## config.mk

```make
export PLATFORM = sky130hd
export DESIGN_NAME = tpu_uart_cmd_loader
export DESIGN_NICKNAME = d
export VERILOG_FILES = /design/src/rtl/tpu_io_pkg.sv /design/src/rtl/tpu_gap_timer.sv /design/src/rtl/tpu_uart_cmd_loader.sv
export SDC_FILE = /design/constraint.sdc
export NUM_CORES = 1
export LEC_CHECK = 0
export CAP_MARGIN = 15
export CORE_MARGIN = 5
export CORE_UTILIZATION = 51
export DETAILED_ROUTE_END_ITERATION = 10
export PLACE_DENSITY = 0.78
export RECOVER_POWER = 100
export SETUP_SLACK_MARGIN = 0.3
export SYNTH_ARGS = -nofsm -noshare
export SYNTH_HDL_FRONTEND = slang
export SYNTH_SLANG_ARGS = --single-unit
```

## constraint.sdc

```tcl
create_clock -name clk -period 2.9 [get_ports clk]
set_input_delay 0.435 -clock clk [delete_from_list [all_inputs] [get_ports clk]]
set_output_delay 0.435 -clock clk [all_outputs]
set_load 0.01 [all_outputs]
```

## src/rtl/tpu_io_pkg.sv

```systemverilog
// Shared definitions for the TPU UART command loader.
// Holds the host command opcodes, response codes, memory select encodings,
// the loader state enum and a saturating increment helper.
package tpu_io_pkg;

    // Host command opcodes, accepted only while the loader is idle.
    localparam logic [7:0] CMD_LOAD_A      = 8'h01;
    localparam logic [7:0] CMD_LOAD_B      = 8'h02;
    localparam logic [7:0] CMD_START       = 8'h03;
    localparam logic [7:0] CMD_READ_RESULT = 8'h04;
    localparam logic [7:0] CMD_STATUS      = 8'h05;

    // Single-byte responses returned to the host.
    localparam logic [7:0] RSP_ACK  = 8'hAA;
    localparam logic [7:0] RSP_ERR  = 8'hEE;
    localparam logic [7:0] RSP_BUSY = 8'hEB;

    // Memory select encodings.
    localparam logic [1:0] MEM_SEL_A      = 2'b00;
    localparam logic [1:0] MEM_SEL_B      = 2'b01;
    localparam logic [1:0] MEM_SEL_RESULT = 2'b10;

    typedef enum logic [2:0] {
        ST_IDLE,
        ST_LOAD_LO,
        ST_LOAD_HI,
        ST_SEND,
        ST_READ_LO,
        ST_READ_HI
    } loader_state_t;

    // Increment that sticks at 0xFF instead of wrapping.
    function automatic logic [7:0] sat_inc8(input logic [7:0] value);
        return (value == 8'hFF) ? value : value + 8'd1;
    endfunction

endpackage

```

## src/rtl/tpu_gap_timer.sv

```systemverilog
// Inter-byte gap timer.
// Counts cycles while run is high; clear restarts the count and has priority,
// so a byte arriving in the expiry cycle still wins. expired stays high (and
// the count holds) once TIMEOUT_CYCLES cycles have elapsed without a clear.
//   clk, rst_n : clock, asynchronous active-low reset
//   clear      : restart the count from zero
//   run        : count this cycle
//   expired    : gap has reached TIMEOUT_CYCLES
module tpu_gap_timer #(
    parameter int TIMEOUT_CYCLES = 1000000
) (
    input  logic clk,
    input  logic rst_n,
    input  logic clear,
    input  logic run,
    output logic expired
);
    localparam int CNT_W = $clog2(TIMEOUT_CYCLES + 1);
    localparam logic [CNT_W-1:0] LIMIT = CNT_W'(TIMEOUT_CYCLES);

    logic [CNT_W-1:0] count;

    assign expired = (count == LIMIT);

    // NOTE: sequential state is assigned with <= so every register samples
    // pre-edge values, independent of statement order.
    always_ff @(posedge clk or negedge rst_n) begin
        if (!rst_n) begin
            count <= '0;
        end else if (clear) begin
            count <= '0;
        end else if (run && !expired) begin
            count <= count + 1'b1;
        end
    end

endmodule

```

## src/rtl/tpu_uart_cmd_loader.sv

```systemverilog
// Framed byte-level command engine between the UART and the TPU memories.
// Loads matrix A/B as little-endian 16-bit words, pulses TPU start, reports
// status and streams the result memory back one byte at a time.
//   rx_data/rx_valid : received byte strobe
//   tx_data/tx_valid/tx_ready : outgoing byte, held until accepted
//   mem_addr/mem_wdata/mem_we/mem_sel/mem_rdata : matrix memory port
//   tpu_start/tpu_busy/tpu_done : TPU controller handshake
//   loader_busy : not idle;  err_count : saturating protocol error count
module tpu_uart_cmd_loader
    import tpu_io_pkg::*;
#(
    parameter int N_ELEM         = 64,
    parameter int ADDR_W         = 8,
    parameter int TIMEOUT_CYCLES = 1000000
) (
    input  logic              clk,
    input  logic              rst_n,
    input  logic [7:0]        rx_data,
    input  logic              rx_valid,
    output logic [7:0]        tx_data,
    output logic              tx_valid,
    input  logic              tx_ready,
    output logic [ADDR_W-1:0] mem_addr,
    output logic [15:0]       mem_wdata,
    output logic              mem_we,
    output logic [1:0]        mem_sel,
    input  logic [15:0]       mem_rdata,
    output logic              tpu_start,
    input  logic              tpu_busy,
    input  logic              tpu_done,
    output logic              loader_busy,
    output logic [7:0]        err_count
);
    localparam logic [ADDR_W-1:0] LAST_ADDR = ADDR_W'(N_ELEM - 1);

    loader_state_t state;
    logic [7:0]    lo_byte;
    logic          in_load;
    logic          gap_expired;

    assign in_load     = (state == ST_LOAD_LO) || (state == ST_LOAD_HI);
    assign loader_busy = (state != ST_IDLE);

    tpu_gap_timer #(.TIMEOUT_CYCLES(TIMEOUT_CYCLES)) u_gap_timer (
        .clk     (clk),
        .rst_n   (rst_n),
        .clear   (rx_valid || !in_load),
        .run     (in_load),
        .expired (gap_expired)
    );

    // mem_addr doubles as the word index: it is held during the write strobe
    // and advanced in the following LOAD_LO cycle, so the last word never
    // increments past N_ELEM-1.
    always_ff @(posedge clk or negedge rst_n) begin
        if (!rst_n) begin
            state     <= ST_IDLE;
            lo_byte   <= '0;
            tx_data   <= '0;
            tx_valid  <= 1'b0;
            mem_addr  <= '0;
            mem_wdata <= '0;
            mem_we    <= 1'b0;
            mem_sel   <= MEM_SEL_A;
            tpu_start <= 1'b0;
            err_count <= '0;
        end else begin
            mem_we    <= 1'b0;
            tpu_start <= 1'b0;
            case (state)
                ST_IDLE: begin
                    if (rx_valid) begin
                        case (rx_data)
                            CMD_LOAD_A, CMD_LOAD_B: begin
                                mem_sel  <= (rx_data == CMD_LOAD_A) ? MEM_SEL_A : MEM_SEL_B;
                                mem_addr <= '0;
                                state    <= ST_LOAD_LO;
                            end
                            CMD_START: begin
                                tpu_start <= !tpu_busy;
                                tx_data   <= tpu_busy ? RSP_BUSY : RSP_ACK;
                                tx_valid  <= 1'b1;
                                state     <= ST_SEND;
                            end
                            CMD_READ_RESULT: begin
                                if (tpu_busy) begin
                                    tx_data  <= RSP_BUSY;
                                    tx_valid <= 1'b1;
                                    state    <= ST_SEND;
                                end else begin
                                    mem_sel  <= MEM_SEL_RESULT;
                                    mem_addr <= '0;
                                    state    <= ST_READ_LO;
                                end
                            end
                            CMD_STATUS: begin
                                tx_data  <= {6'b0, tpu_done, tpu_busy};
                                tx_valid <= 1'b1;
                                state    <= ST_SEND;
                            end
                            default: begin
                                tx_data   <= RSP_ERR;
                                tx_valid  <= 1'b1;
                                err_count <= sat_inc8(err_count);
                                state     <= ST_SEND;
                            end
                        endcase
                    end
                end
                ST_LOAD_LO: begin
                    if (mem_we) mem_addr <= mem_addr + 1'b1;
                    if (rx_valid) begin
                        lo_byte <= rx_data;
                        state   <= ST_LOAD_HI;
                    end else if (gap_expired) begin
                        tx_data   <= RSP_ERR;
                        tx_valid  <= 1'b1;
                        err_count <= sat_inc8(err_count);
                        state     <= ST_SEND;
                    end
                end
                ST_LOAD_HI: begin
                    if (rx_valid) begin
                        mem_we    <= 1'b1;
                        mem_wdata <= {rx_data, lo_byte};
                        if (mem_addr == LAST_ADDR) begin
                            tx_data  <= RSP_ACK;
                            tx_valid <= 1'b1;
                            state    <= ST_SEND;
                        end else begin
                            state <= ST_LOAD_LO;
                        end
                    end else if (gap_expired) begin
                        tx_data   <= RSP_ERR;
                        tx_valid  <= 1'b1;
                        err_count <= sat_inc8(err_count);
                        state     <= ST_SEND;
                    end
                end
                ST_SEND: begin
                    if (rx_valid) err_count <= sat_inc8(err_count);
                    if (tx_ready) begin
                        tx_valid <= 1'b0;
                        state    <= ST_IDLE;
                    end
                end
                ST_READ_LO: begin
                    if (rx_valid) err_count <= sat_inc8(err_count);
                    if (!tx_valid) begin
                        tx_data  <= mem_rdata[7:0];
                        tx_valid <= 1'b1;
                    end else if (tx_ready) begin
                        tx_valid <= 1'b0;
                        state    <= ST_READ_HI;
                    end
                end
                ST_READ_HI: begin
                    if (rx_valid) err_count <= sat_inc8(err_count);
                    if (!tx_valid) begin
                        tx_data  <= mem_rdata[15:8];
                        tx_valid <= 1'b1;
                    end else if (tx_ready) begin
                        tx_valid <= 1'b0;
                        if (mem_addr == LAST_ADDR) begin
                            state <= ST_IDLE;
                        end else begin
                            mem_addr <= mem_addr + 1'b1;
                            state    <= ST_READ_LO;
                        end
                    end
                end
                default: state <= ST_IDLE;
            endcase
        end
    end

endmodule

```

Word-level counts from Yosys, hierarchy flattened
Cells that the tools add are included.
W data, S select, Z words.

storage, ports and cells
  bits in registers = 76
  output and inout bits = 46
  word-level logic and storage cells = 136

operators by class
  $add $sub $neg = 3
  equality and inequality tests = 34
  mux-type cells = 61
  reductions and logical operators = 27

operator list
  kind                     number
  $mux W8                  20
  $pmux W8 S3              2
  $mux W20                 2
  $pmux W8 S5              1
  $mux W3                  11
  $pmux W8 S4              1
  $ne A2 B2 Y1 const B     15
  $add A20 B1 Y20 const B  1
  $eq A20 B20 Y1 const B   1
  $pmux W3 S6              1
  $add A8 B1 Y8 const B    2
  $eq A8 B2 Y1 const B     2
  $eq A8 B3 Y1 const B     2
  $pmux W8 S2              1
  $reduce_and A8 Y1        2
  $mux W1                  15
  $reduce_and A6 Y1        2
  $reduce_bool A5 Y1       2
  $reduce_bool A3 Y1       3
  $eq A8 B1 Y1 const B     1
  $eq A8 B6 Y1 const B     1
  $eq A8 B8 Y1 const B     1
  $mux W7                  1
  $reduce_and A7 Y1        1
  other kinds (22)         34

Depth between registers and ports, before layout
Gate-level depths: netlist of run 1.

  depth in word-level cells = 5
  depth in mapped cells = 8
  mapped depth without buffers = 8

Cells and area by module
A second synthesis of run 1 with hierarchy kept.

unflattened totals
  cell total of the unflattened synthesis = 473
  area, all modules = 4250.3 um^2

by module, submodules not included
  module               times used  cells each  area an instance (um^2)
  tpu_uart_cmd_loader  1           347         3056.7
  tpu_gap_timer        1           126         1193.6

Worst setup path before layout of run 1
OpenSTA, ideal clock, no wires.

  path type = input-to-reg
  start = in rx_data[5]
  end = reg tx_valid
  setup time = 0.125 ns
  arrival = 2.091 ns
  data required time = 2.775 ns
  path slack = 0.685 ns
  cell stages on the path = 6
  cells stage by stage = or4_4 > or2_4 > nor4_4 > a211oi_1 > o21ai_0 > mux2_2

between the ends
  longest elaborated chain between the ends = 5
  elaborated cells on any way between the ends = 10
  classes of those cells = eq/ne: 5; mux: 3; reduce/logical: 2

RTL lines
  what                                          RTL line                   RTL
  from (decl)                                   tpu_uart_cmd_loader.sv:18  input logic [7:0] rx_data,
  $eq A8 B1 Y1 or $eq A8 B2 Y1 (tied branches)  tpu_uart_cmd_loader.sv:73  case (rx_data)
  $reduce_or A2 Y1                              tpu_uart_cmd_loader.sv:73
  $pmux W1 S2                                   tpu_uart_cmd_loader.sv:73
  $mux W1                                       tpu_uart_cmd_loader.sv:72  if (rx_valid) begin
  $pmux W1 S5                                   tpu_uart_cmd_loader.sv:70  case (state)
  to (signal assigned)                          tpu_uart_cmd_loader.sv:82  tx_valid <= 1'b1;
  to (signal assigned)                          tpu_uart_cmd_loader.sv:88  tx_valid <= 1'b1;
  to (signal assigned)                          tpu_uart_cmd_loader.sv:98  tx_valid <= 1'b1;
  to (decl)                                     tpu_uart_cmd_loader.sv:21  output logic tx_valid,

Parallel ways exist; a longest one is shown, timed or not. The select of a mux whose other input is x is not followed.
A chain may end at the register's enable or synchronous reset.

Worst setup path in the final report of run 1
Same ends and word-level chain as after synthesis.

==> results.yml, run 1 <==
cts:
  clockRootBuffer: "clkbuf_8"
  hold_buffers: 0
  numCtsBuffers: 9
  clk_latency_ns: 0.36
  cts_sinks: 76
  cts_tree: "done"
  clk_pin_slew_ns: 0.08
  cts.htree.levels: 3
  cts.path.max_buffers: 2
layout:
  drive_above_1_share: 0.128
  post_layout_nonfiller_instances: 659
  layout.nets: 583
  area_delta_synth_final_pct: 28.0
  antenna_cells: 0
power:
  ir_drop_v: 0.000335
  p_clk_frac: 0.170
  combPwrFrac: 0.469
  p_int_mw: 2.68
  finalPower_mw: 4.48
  p_sw_frac: 0.401
  p_per_area_mw_per_mm2: 833
  p_leak_nw: 2.36
  p_sw_mw: 1.80
  seq_power_share: 0.361
routing:
  wl_um: 10900
  vias: 3774
  drc: 0
  final_antenna_net_count: 0
  dr.pass1.iters: 5
  wl_per_cell_um: 16.5
  avgViaCountPerCell: 5.73
  dr.first_iter.drc_count: 220
die:
  core_mm2: 0.00813
  row_count: 33
  dieArea_mm2: 0.0102
  die_y_um: 101
  die_x_um: 101
  ios: 76
  initial_utilization: 0.517
outcome:
  violations: "max-capacitance violations, max-slew violations"
  status: "complete, but fails checks"
synth:
  synth_nets: 481
  yosys_warnings: 0
  synth_top_area_frac: 0.453
  yosys_register_bits: 76
  postSynthAreaPerCell_um2: 9.40
  synthTopCellsByCount: "76 x dfrtp_1, 74 x nand2_1, 39 x nor2_1, 23 x o21ai_0, 22 x a21oi_1"
  synth_most_common_cell: "dfrtp_1"
  synth_edf_count: 0
  yosysUniqueCellTypes: 64
  yosysSeqAreaShare: 0.453
  synthCells: 447
  synthTopCellsByArea: "dfrtp_1 45%, nand2_1 6.6%, nor2_1 3.5%, mux2_2 2.9%, xnor2_1 2.9%"
  syn-cell-area_mm2: 0.00420
  synth-main-ff-cell: "dfrtp_1"
  synthArstFlopShare: 1.00
  synth_area_leader_cell: "dfrtp_1"
global_routing:
  grt_pass1_wl_um: 17900
  antenna_found_initial: 0
  grt_max_degree: 77
  grt_pass1_vias: 3628
  track_usage: 0.222
  overflow: 0
placed_design:
  place_inst: 639
  io_buffers: 75
  dp_slack_ns: -0.255
  place.gp.congestion: 0.946
  dp_hpwl_um: 7860
sta:
  worst_slew_pin_slew_ns: 1.89
  setup_tns_ns: 0
  final.min_clock_period_ns: 2.71
  slew_violations: 77
  setup_violations: 0
  fin_ws_ns: 0.189
  skew_ns: 0.00735
  max_freq_ghz: 0.369
  holdWs_ns: 0.472
  period_share: 0.935
  rsz0062_at_grt: "true"
  maxSlewHeadroom: -0.262
  finalHoldViolCount: 0
setup_path:
  crit_chain: "dlygate4sd3_1, or4_4, buf_4, or2_4, nor4_4, buf_4, a211oi_1, o21ai_0, mux2_2"
  max_stage_delay_ns: 0.58
  setup.worst_path.end_class: "register"
  critPathRequiredTime_ns: 3.15
  cp-start-kind: "input port"
  cp.arrival_ns: 2.96
  crit_path_top_delay_cell: "dlygate4sd3_1"
  worst-setup-path-type: "in -> reg"
  worstPathMaxFanout: 4
  critPathMostFrequentCell: "buf_4"
job:
  drv_cap: 1
hold_path:
  hp-class: "reg -> reg"
[worst paths after layout]
path / endpoint / depth (start not counted) / slack (ns) / startpoint
max reg2reg: tx_data[7]$_DFFE_PN0P_ / 7 / 0.37 / mem_addr[0]$_DFFE_PN0P_
min in group asynchronous: mem_addr[3]$_DFFE_PN0P_ / 1 / 0.56 / rst_n
min: mem_wdata[5]$_DFFE_PN0P_ / 2 / 0.47 / mem_wdata[5]$_DFFE_PN0P_
min reg2reg: mem_wdata[5]$_DFFE_PN0P_ / 2 / 0.47 / mem_wdata[5]$_DFFE_PN0P_
max: tx_valid$_DFFE_PN0P_ / 9 / 0.19 / rx_data[5]
max in group asynchronous: tx_data[7]$_DFFE_PN0P_ / 1 / 1.18 / rst_n
[stage by stage]
| stage | cell area, um^2 | utilization |
|---|---|---|
| 2_1_floorplan | 4200 | - |
| 3_3_place_gp | 5180 | 0.637 |
| 3_5_place_dp | 5180 | 0.637 |
| 4_1_cts | 5380 | 0.661 |
| 5_1_grt | 5380 | 0.661 |
| 6_report | 5380 | 0.661 |
[logic make-up after synthesis]
group | share of synthesized area
AND/OR/NAND/NOR | 0.244
AO/OA/AOI/OAI | 0.152
flip-flops | 0.453
buffers and inverters | 0.0461
XOR/XNOR | 0.0500
multiplexers | 0.0438
adder cells (fa/ha/maj) | 0.0119
[critical path, delay by kind of cell]
family,cells,cell delay [ns]
simple gates,3,1.05
buf+inv,3,0.94
mux,1,0.35
compound gates,2,0.18
[registers in the layout, indices dropped and copies added (netlist names)]
name,cells
tpu_start,1
mem_wdata,16
tx_data,8
u_gap_timer.count,20
lo_byte,8
err_count,8
mem_we,1
tx_valid,1
mem_sel,2
state,3
mem_addr,8
[power groups by stage]
| stage | registers, mW | logic (mW) | clock network [mW] |
|---|---|---|---|
| finish | 1.62 | 2.10 | 0.763 |
| global route | 1.66 | 2.30 | 0.826 |
| CTS | 1.62 | 2.21 | 0.777 |
| detailed placement | 1.64 | 2.17 | 0 |
| global placement | 1.63 | 2.13 | 0 |
| floorplan | 1.68 | 1.22 | 0 |
[cell usage in the layout (no fill, tap or decap), drive strengths merged, types with 3 or more instances in the layout]
master         Yosys  final
mux2i              6      6
clkdlybuf4s50      0     28
dfrtp             76     76
nand3             17     17
nand4              6      6
a31oi              5      5
ha                 4      4
clkinv             4      7
nor3              13     13
or2                4      4
a21oi             22     22
or3                4      4
buf                4     28
inv               11     13
xor2              10     10
o211ai             3      3
or2b               3      3
a221oi             3      3
o21a               3      3
xnor2             14     14
nand2             74     74
and3               9      9
clkbuf            14     17
nand2b             7      7
dlygate4sd3        0     46
nor4               8      8
o21ai             27     27
mux2              11     11
a22o               9      9
nor2              40     40
[area by class of cell]
| type | count | area (um^2) |
|---|---|---|
| Sequential cell | 76 | 1900 |
| Tap cell | 105 | 131 |
| Clock inverter | 6 | 47.5 |
| Multi-Input combinational cell | 338 | 2110 |
| Fill cell | 648 | 2750 |
| Clock buffer | 10 | 138 |
| Timing Repair Buffer | 109 | 991 |
| Inverter | 15 | 56.3 |
[what timing repair did]
| item | CTS | global route |
|---|---|---|
| buffers inserted | 0 | 4 |
| endpoints found under the setup margin | 6 | 9 |
| gates cloned | 0 | 0 |
| gates resized for setup | 1 | 2 |
| pin swaps | 0 | 4 |
[routing by layer]
metal | up-vias | part of all wire | track usage
met2 | 126 | 0.49 | 0.357
li1 | 1798 | - | -
met3 | 34 | 0.053 | 0.0346
met5 | - | 0 | 0
met1 | 1816 | 0.42 | 0.290
met4 | 0 | 0.037 | 0.110
No activity file was read; power rests on OpenSTA's default activity.
==> inputs of run 2 (changes only) <==
Settings changed: CAP_MARGIN 15 to 20.
==> results of run 2 <==
No change in the layout: final DEF, timing and power equal those of run 1.
